### src/rtl/fifo_word_packer.sv
// rtl/fifo_word_packer.sv - packs FIFO bytes into wide words, emitting partial words on flush or idle timeout
// Optional build macro: PACKER_PARITY_EN adds per-lane even parity output out_par.
module fifo_word_packer #(
  parameter int WIDTH   = 8,
  parameter int BYTES   = 4,
  parameter int TIMEOUT = 16
) (
  input  logic                   clk,
  input  logic                   rst,
  input  logic                   fifo_empty,
  output logic                   fifo_rd_en,
  input  logic [WIDTH-1:0]       fifo_dout,
  input  logic                   flush,
  output logic [WIDTH*BYTES-1:0] out_data,
  output logic [3:0]             out_bytes,
  output logic                   out_valid,
  input  logic                   out_ready,
`ifdef PACKER_PARITY_EN
  output logic [BYTES-1:0]       out_par,
`endif
  output logic                   busy
);

  localparam int TW = $clog2(TIMEOUT);
  localparam logic [TW-1:0] TMO_MAX  = TW'(TIMEOUT - 1);
  localparam logic [3:0]    CNT_FULL = 4'(BYTES);

  typedef enum logic [1:0] {IDLE, READ, CAPT, SEND} state_t;

  state_t                 state_q, state_d;
  logic [3:0]             cnt_q, cnt_d;
  logic [TW-1:0]          tmo_q, tmo_d;
  logic                   flush_pend_q, flush_pend_d;
  logic [WIDTH*BYTES-1:0] data_q, data_d;
`ifdef PACKER_PARITY_EN
  logic [BYTES-1:0]       par_q, par_d;
`endif

  always_ff @(posedge clk or negedge rst) begin
    if (!rst) begin
      state_q      <= IDLE;
      cnt_q        <= '0;
      tmo_q        <= '0;
      flush_pend_q <= 1'b0;
      data_q       <= '0;
`ifdef PACKER_PARITY_EN
      par_q        <= '0;
`endif
    end else begin
      state_q      <= state_d;
      cnt_q        <= cnt_d;
      tmo_q        <= tmo_d;
      flush_pend_q <= flush_pend_d;
      data_q       <= data_d;
`ifdef PACKER_PARITY_EN
      par_q        <= par_d;
`endif
    end
  end

  always_comb begin
    state_d      = state_q;
    cnt_d        = cnt_q;
    tmo_d        = tmo_q;
    flush_pend_d = flush_pend_q;
    data_d       = data_q;
`ifdef PACKER_PARITY_EN
    par_d        = par_q;
`endif
    // A flush seen while busy is remembered until the word carrying it is accepted.
    if (flush && (state_q != IDLE)) flush_pend_d = 1'b1;

    case (state_q)
      IDLE: begin
        if ((flush || flush_pend_q) && (cnt_q != 4'd0)) state_d = SEND;
        else if ((tmo_q == TMO_MAX) && (cnt_q != 4'd0)) state_d = SEND;
        else if (!fifo_empty)                            state_d = READ;
        if ((cnt_q != 4'd0) && fifo_empty && (tmo_q != TMO_MAX)) tmo_d = tmo_q + TW'(1);
      end
      READ: begin
        tmo_d   = '0;
        state_d = CAPT;
      end
      CAPT: begin
        for (int i = 0; i < BYTES; i++) begin
          if (cnt_q == 4'(i)) begin
            data_d[i*WIDTH +: WIDTH] = fifo_dout;
`ifdef PACKER_PARITY_EN
            par_d[i] = ^fifo_dout;
`endif
          end
        end
        cnt_d = cnt_q + 4'd1;
        if (cnt_q + 4'd1 == CNT_FULL) state_d = SEND;
        else if (flush_pend_q)        state_d = SEND;
        else if (!fifo_empty)         state_d = READ;
        else                          state_d = IDLE;
      end
      SEND: begin
        if (out_ready) begin
          cnt_d        = '0;
          tmo_d        = '0;
          data_d       = '0;
          flush_pend_d = 1'b0;
`ifdef PACKER_PARITY_EN
          par_d        = '0;
`endif
          state_d      = IDLE;
        end
      end
      default: state_d = IDLE;
    endcase
  end

  assign fifo_rd_en = (state_q == READ);
  assign out_valid  = (state_q == SEND);
  assign out_bytes  = out_valid ? cnt_q : 4'd0;
  assign out_data   = data_q;
  assign busy       = (state_q != IDLE) || (cnt_q != 4'd0);
`ifdef PACKER_PARITY_EN
  assign out_par    = par_q;
`endif

endmodule

### config.mk
export PLATFORM = sky130hd
export DESIGN_NAME = fifo_word_packer
export DESIGN_NICKNAME = d
export VERILOG_FILES = /design/src/rtl/fifo_word_packer.sv
export SDC_FILE = /design/constraint.sdc
export NUM_CORES = 1
export LEC_CHECK = 0
export BUFFER_PORTS_ARGS = -buffer_cell sky130_fd_sc_hd__buf_4
export CORE_AREA = 2 2 69 71
export CTS_CLUSTER_SIZE = 10
export DETAILED_ROUTE_END_ITERATION = 8
export DIE_AREA = 0 0 71 73
export HOLD_SLACK_MARGIN = 0.02
export PLACE_DENSITY = 0.73
export SLEW_MARGIN = 15
export SYNTH_ARGS = -nofsm -noshare
export SYNTH_HDL_FRONTEND = slang
export SYNTH_SLANG_ARGS = --single-unit
### constraint.sdc
create_clock -name clk -period 3.8 [get_ports clk]
set_clock_uncertainty 0.15 [all_clocks]
set_input_delay 0.57 -clock clk [delete_from_list [all_inputs] [get_ports clk]]
set_output_delay 0.57 -clock clk [all_outputs]
set_load 0.1 [all_outputs]
==> metrics.txt, run 1 <==
Worst EP required 3.08 ns; status finished clean; final antenna-violating net count 0; n_diodes 0; IO buf count 51; Tcrit/Tclk final 79.8%; layout cells sized above 1 25.9%; Worst path top cell family by delay simple AND/OR/NAND/NOR gates; CP max FO 17; most frequent cell after synthesis dfrtp_1; fillers 401; Num CTS Buffers 5; Slew @ Worst Pin 0.766 ns; GRT Residual Overflow 0; M1 WL 2490 um; Routed WL 5140 um; post-synthesis sequential area ratio 50.2%; CP startpoint kind flip-flop; vias post-DR 1771; Worst Path Arrival 2.31 ns; Synth area leader dfrtp_1; core area 4540 um^2; endpoint class of the critical path output pin; Post-Synth Adder-Cell Area 2.92%; Post-synth top flop dfrtp_1; root buffer cell clkbuf_8; Residual DRC 0; DRT Pass-1 Iters 4; distinct cell type count of the synthesized netlist 40; first-pass GRT wire length 8210 um; I/O Pins 52; CP Buf/Inv Count 2; Sink Count 43; xor-xnor portion of the synthesized cell area 0%; Post-synth EDFFs 0; HPWL after detailed placement 3410 um; routability cong. 0.805; vias in the first global route 1673; area of the mapped netlist 2140 um^2; largest family of logic cells by synthesized area simple AND/OR/NAND/NOR gates; die area 5180 um^2; metal2 WL 2250 um; worst-path cell chain inv_1 > ha_1 > or3b_1 > or3_1 > buf_4; NumNets Final 277; Hold WC Path Type in2async; GRT Total Usage 20.2%; largest net degree at the start of global routing 44; post-route setup TNS 0 ns; die height 73 um; final setup fails 0; Synth area leaders dfrtp_1 50%, o21ai_0 7.0%, nand3_1 6.5%, nand2_1 4.4%, o2bb2ai_1 3.7%; YS warnings 0; cts hold-fix bufs 0; Final min period 3.03 ns; Clk pin slew, worst setup/hold paths 0.08 ns; per-cell routed wire length 16.4 um; Hold Vio Cnt, Final 0; CTS tree done; RR Startpoint state_q[0]; FMAX 0.330 GHz; Synth async-reset ratio 100%; CP Launch Point cnt_q[0]; synthesized area per cell 9.83 um^2; Critical Path Slowest Stage Cell or3b_1; simple-gate area share of the yosys netlist 19.8%; post-synthesis mux area share 1.40%; RSZ-0062 raised after global routing false; initial antenna violation count 0; Die Wd 71 um; max-cap violations 0; Setup Buffers After CTS 0; compound-gate portion of the synthesized area 19.3%; final max-slew violation count 0; Yosys reg bits 43; Setup CP Type reg2out; cell count after synthesis 218; critical path's largest stage delay 0.63 ns; synth-to-layout area growth 21.5%; DR top layer met4; Cell Rows 25; H-Tree Level Count 2; Rel. slew slack 48.4%; post_cts resized 0; top cell type's share of synthesized area 50.2%; Clk Latency, worst-skew pair 0.28 ns; Commonest cells post-synth 43 x dfrtp_1, 30 x o21ai_0, 28 x nand3_1; Detailed Route Iter0 Violations 152; met3 wire length 354 um; Starting Density 47.3%; Avg Vias per Cell 5.66; post-synth net total 236; Clock Tree Buf Depth 2
==> flip-flops by register name, indices dropped and copies added (netlist names) <==
name and cells:
out_data 32, state_q 2, cnt_q 4, tmo_q 4
flush_pend_q 1
==> logic make-up after synthesis <==
| group | Yosys count |
|---|---|
| flops | 43 |
| mux | 3 |
| compound gates | 61 |
| buf+inv | 26 |
| fa+ha+maj | 5 |
| simple gates | 80 |
==> final cells by class <==
class,count,area (um^2),share of cell area (%)
repair buffers,54,405,15.6
flip-flops and latches,43,1080,41.3
clock inverters,1,30.0,1.15
inverters,6,22.5,0.865
multi-input cells,149,931,35.7
well taps,54,67.6,2.59
clock buffers,6,72.6,2.79
==> path summary, 6_finish.rpt <==
kind / to / slack [ns] / cells past startpoint
worst max-delay path: busy / 0.77 / 5
max in group asynchronous: out_data[10] / 3.01 / 1
worst max register to register: out_data[12] / 1.53 / 3
min in group clk: out_data[26] / 0.38 / 2
worst min-delay path: out_data[31] / 0.12 / 1
worst min register to register: out_data[26] / 0.38 / 2
==> through the flow <==
| stage | cells | worst slack (ns) | area, um^2 | utilization (%) | hold slack, ns |
|---|---|---|---|---|---|
| finish | 313 | 0.766 | 2610 | 57.4 | 0.117 |
| global route | 313 | 0.656 | 2610 | 57.4 | 0.169 |
| CTS | 313 | 0.758 | 2610 | 57.4 | 0.138 |
| detailed placement | 306 | 1.06 | 2500 | 55.2 | 0.360 |
| global placement | 306 | 1.13 | 2500 | 55.2 | 0.367 |
| floorplan | 218 | 0.316 | 2140 | - | 0.124 |
==> per-layer routing <==
layer | global-route usage [%] | up-vias
met1 | 30.3 | 848
li1 | - | 858
met3 | 4.83 | 4
met4 | 4.40 | 0
met2 | 30.1 | 61
met5 | 0 | -
==> placed cells by master (no fill, tap or decap), drive strengths merged, types with 2 or more instances in the layout <==
master	instances
a22oi	8
a31oi	2
and2	3
and3	3
buf	54
clkbuf	6
dfrtp	43
ha	5
inv	6
mux2i	3
nand2	25
nand3	28
nand4	2
nor2	3
nor2b	3
nor3	5
nor3b	2
o21a	2
o21ai	32
o2bb2ai	9
Power of run 1 is left out: the tool's default activity adds up to more than one toggle a clock period on the data nets, which glitch-free logic cannot reach.
==> run 2, diff against run 1 <==
--- a/config.mk
+++ b/config.mk
@@ -5,13 +5,14 @@
 export SDC_FILE = /design/constraint.sdc
 export NUM_CORES = 1
 export LEC_CHECK = 0
+export ABC_AREA = 1
 export BUFFER_PORTS_ARGS = -buffer_cell sky130_fd_sc_hd__buf_4
-export CORE_AREA = 2 2 69 71
+export CORE_AREA = 2 2 68 70
 export CTS_CLUSTER_SIZE = 10
 export DETAILED_ROUTE_END_ITERATION = 8
-export DIE_AREA = 0 0 71 73
+export DIE_AREA = 0 0 70 72
 export HOLD_SLACK_MARGIN = 0.02
-export PLACE_DENSITY = 0.73
+export PLACE_DENSITY = 0.74
 export SLEW_MARGIN = 15
 export SYNTH_ARGS = -nofsm -noshare
 export SYNTH_HDL_FRONTEND = slang
==> constraint.sdc (replaced) <==
create_clock -name clk -period 2.85 [get_ports clk]
set_clock_uncertainty 0.15 [all_clocks]
set_input_delay 0.4275 -clock clk [delete_from_list [all_inputs] [get_ports clk]]
set_output_delay 0.4275 -clock clk [all_outputs]
set_load 0.1 [all_outputs]
==> run 2 against run 1 <==
Cell count is 14% higher. First-iteration DRC count is 7.2% lower. Critical path depth fell by 1. Critical path type unchanged. Largest cell class unchanged.
==> metrics.txt, run 2 <==
status finished clean; WHS 0.176 ns; distinct cell type count of the synthesized netlist 22; Die Wd 70 um; Clk pin slew, worst setup/hold paths 0.07 ns; Starting Density 49.3%; critical path's largest stage delay 0.40 ns; first-pass GRT wire length 8050 um; vias post-DR 1791; final setup fails 0; Post-synth top flop dfrtp_1; core area 4260 um^2; Worst Path Arrival 1.41 ns; Worst EP required 2.27 ns; initial antenna violation count 0; R2R setup slack 0.93 ns; Worst R2R Path Depth 5; final antenna-violating net count 0; Tcrit/Tclk final 69.9%; endpoint class of the critical path output pin; Synth area leader dfrtp_1; Clock Tree Buf Depth 2; YS warnings 0; Setup CP Type reg2out; RSZ-0062 raised after global routing false; IO buf count 51; CP max FO 5; hold_sp out_ready; fillers 408; die height 72 um; GRT Residual Overflow 0; cell count after synthesis 250; Yosys reg bits 43; Num CTS Buffers 5; register area 1080 um^2; post-synth net total 268; Cell Rows 24; crit path capture busy; Setup Buffers After CTS 0; I/O Pins 52; per-cell routed wire length 13.2 um; Rel. slew slack 58.8%; Critical Path Slowest Stage Cell dfrtp_1; GRT Total Usage 20.4%; NumNets Final 322; DRT Pass-1 Iters 4; Post-synth EDFFs 0; n_diodes 0; Residual DRC 0; CTS tree done; Final min period 1.99 ns; Synth area leaders dfrtp_1 51%, nand2_1 14%, nand3_1 8.3%, inv_1 4.6%, nor2_1 3.4%; Largest register FFs 32; Commonest cells post-synth 78 x nand2_1, 43 x dfrtp_1, 35 x nand3_1; Clk Latency, worst-skew pair 0.29 ns; largest net degree at the start of global routing 44; area of the mapped netlist 2100 um^2; die area 5040 um^2; Worst R2R End out_data[2]; max-cap violations 0; Slew @ Worst Pin 0.616 ns; CP startpoint kind flip-flop; FMAX 0.502 GHz; final core occ 61.2%; Sink Count 43; most common cell after layout, fill and taps aside nand2_1; leading cell types in the layout, fill and taps excluded 78 x nand2_1, 51 x buf_4, 43 x dfrtp_1; area of the multi-input gates 865 um^2; Avg Vias per Cell 5.02; vias in the first global route 1745; Synth async-reset ratio 100%; Hold Vio Cnt, Final 0; layout cells sized above 1 24.3%; final max-slew violation count 0; Detailed Route Iter0 Violations 141; Routed WL 4710 um; top cell type's share of synthesized area 51.2%; Hold WC Path Type in2reg; synthesized area per cell 8.40 um^2; post-synthesis sequential area ratio 51.2%; RR Startpoint state_q[0]; most frequent cell after synthesis nand2_1; H-Tree Level Count 2; worst-path cell chain inv_1 > ha_1 > nand4_1 > buf_4; post-route setup TNS 0 ns; routability cong. 0.902; root buffer cell clkbuf_8; synth-to-layout area growth 24.2%; CP Launch Point cnt_q[0]; HPWL after detailed placement 3440 um
run 2: critical path, delay by kind of cell (launching register included):
family | cells | cell delay, ns
simple gates | 1 | 0.09
flops | 1 | 0.40
buf+inv | 2 | 0.40
fa+ha+maj | 1 | 0.23
run 2: area by class of cell:
class / instances / area share [%]
Sequential cell: 43 / 41.2
Multi-Input combinational cell: 173 / 33.1
Timing Repair Buffer: 52 / 15.1
Inverter: 29 / 4.22
Clock buffer: 8 / 3.84
Tap cell: 52 / 2.49
run 2: how the worst min path moves through the flow:
stage | endpoint | slack (ns) | cells past startpoint
2_1_floorplan | cnt_q[0] | -0.02 | 0
6_report | flush_pend_q | 0.18 | 2
4_1_cts | flush_pend_q | 0.17 | 2
3_5_place_dp | tmo_q[1] | 0.30 | 1
3_3_place_gp | tmo_q[1] | 0.29 | 1
5_1_grt | flush_pend_q | 0.17 | 2
run 2: per-layer routing:
layer / share of wire [%] / track usage [%] / up-vias
met1: 45 / 27.5 / 835
met4: 2.5 / 10.5 / 0
li1: - / - / 900
met5: 0 / 0 / -
met2: 48 / 32.3 / 45
met3: 4.3 / 3.47 / 11
run 2: stage by stage:
| step | setup slack [ns] | cells | cell area (um^2) |
|---|---|---|---|
| floorplan | 0.457 | 250 | 2100 |
| global placement | 1.01 | 348 | 2500 |
| detailed placement | 0.953 | 348 | 2500 |
| CTS | 0.856 | 357 | 2610 |
| global route | 0.756 | 357 | 2610 |
| finish | 0.859 | 357 | 2610 |
run 2: repair_timing:
item | in CTS | in global routing
hold buffers | 1 | 0
resized for setup | 0 | 0
hold endpoints to repair | 43 | 0
run 2: logic make-up after synthesis:
kind of cell	count (synthesis)	share of synthesized area, %
and+or+nand+nor	150	32.9
DFF	43	51.2
buffers and inverters	34	7.62
AOI/OAI and AO/OA	16	4.41
adders and majority gates	5	2.98
xor gates and xnor gates	2	0.834
Power of run 2 is left out for the same reason.
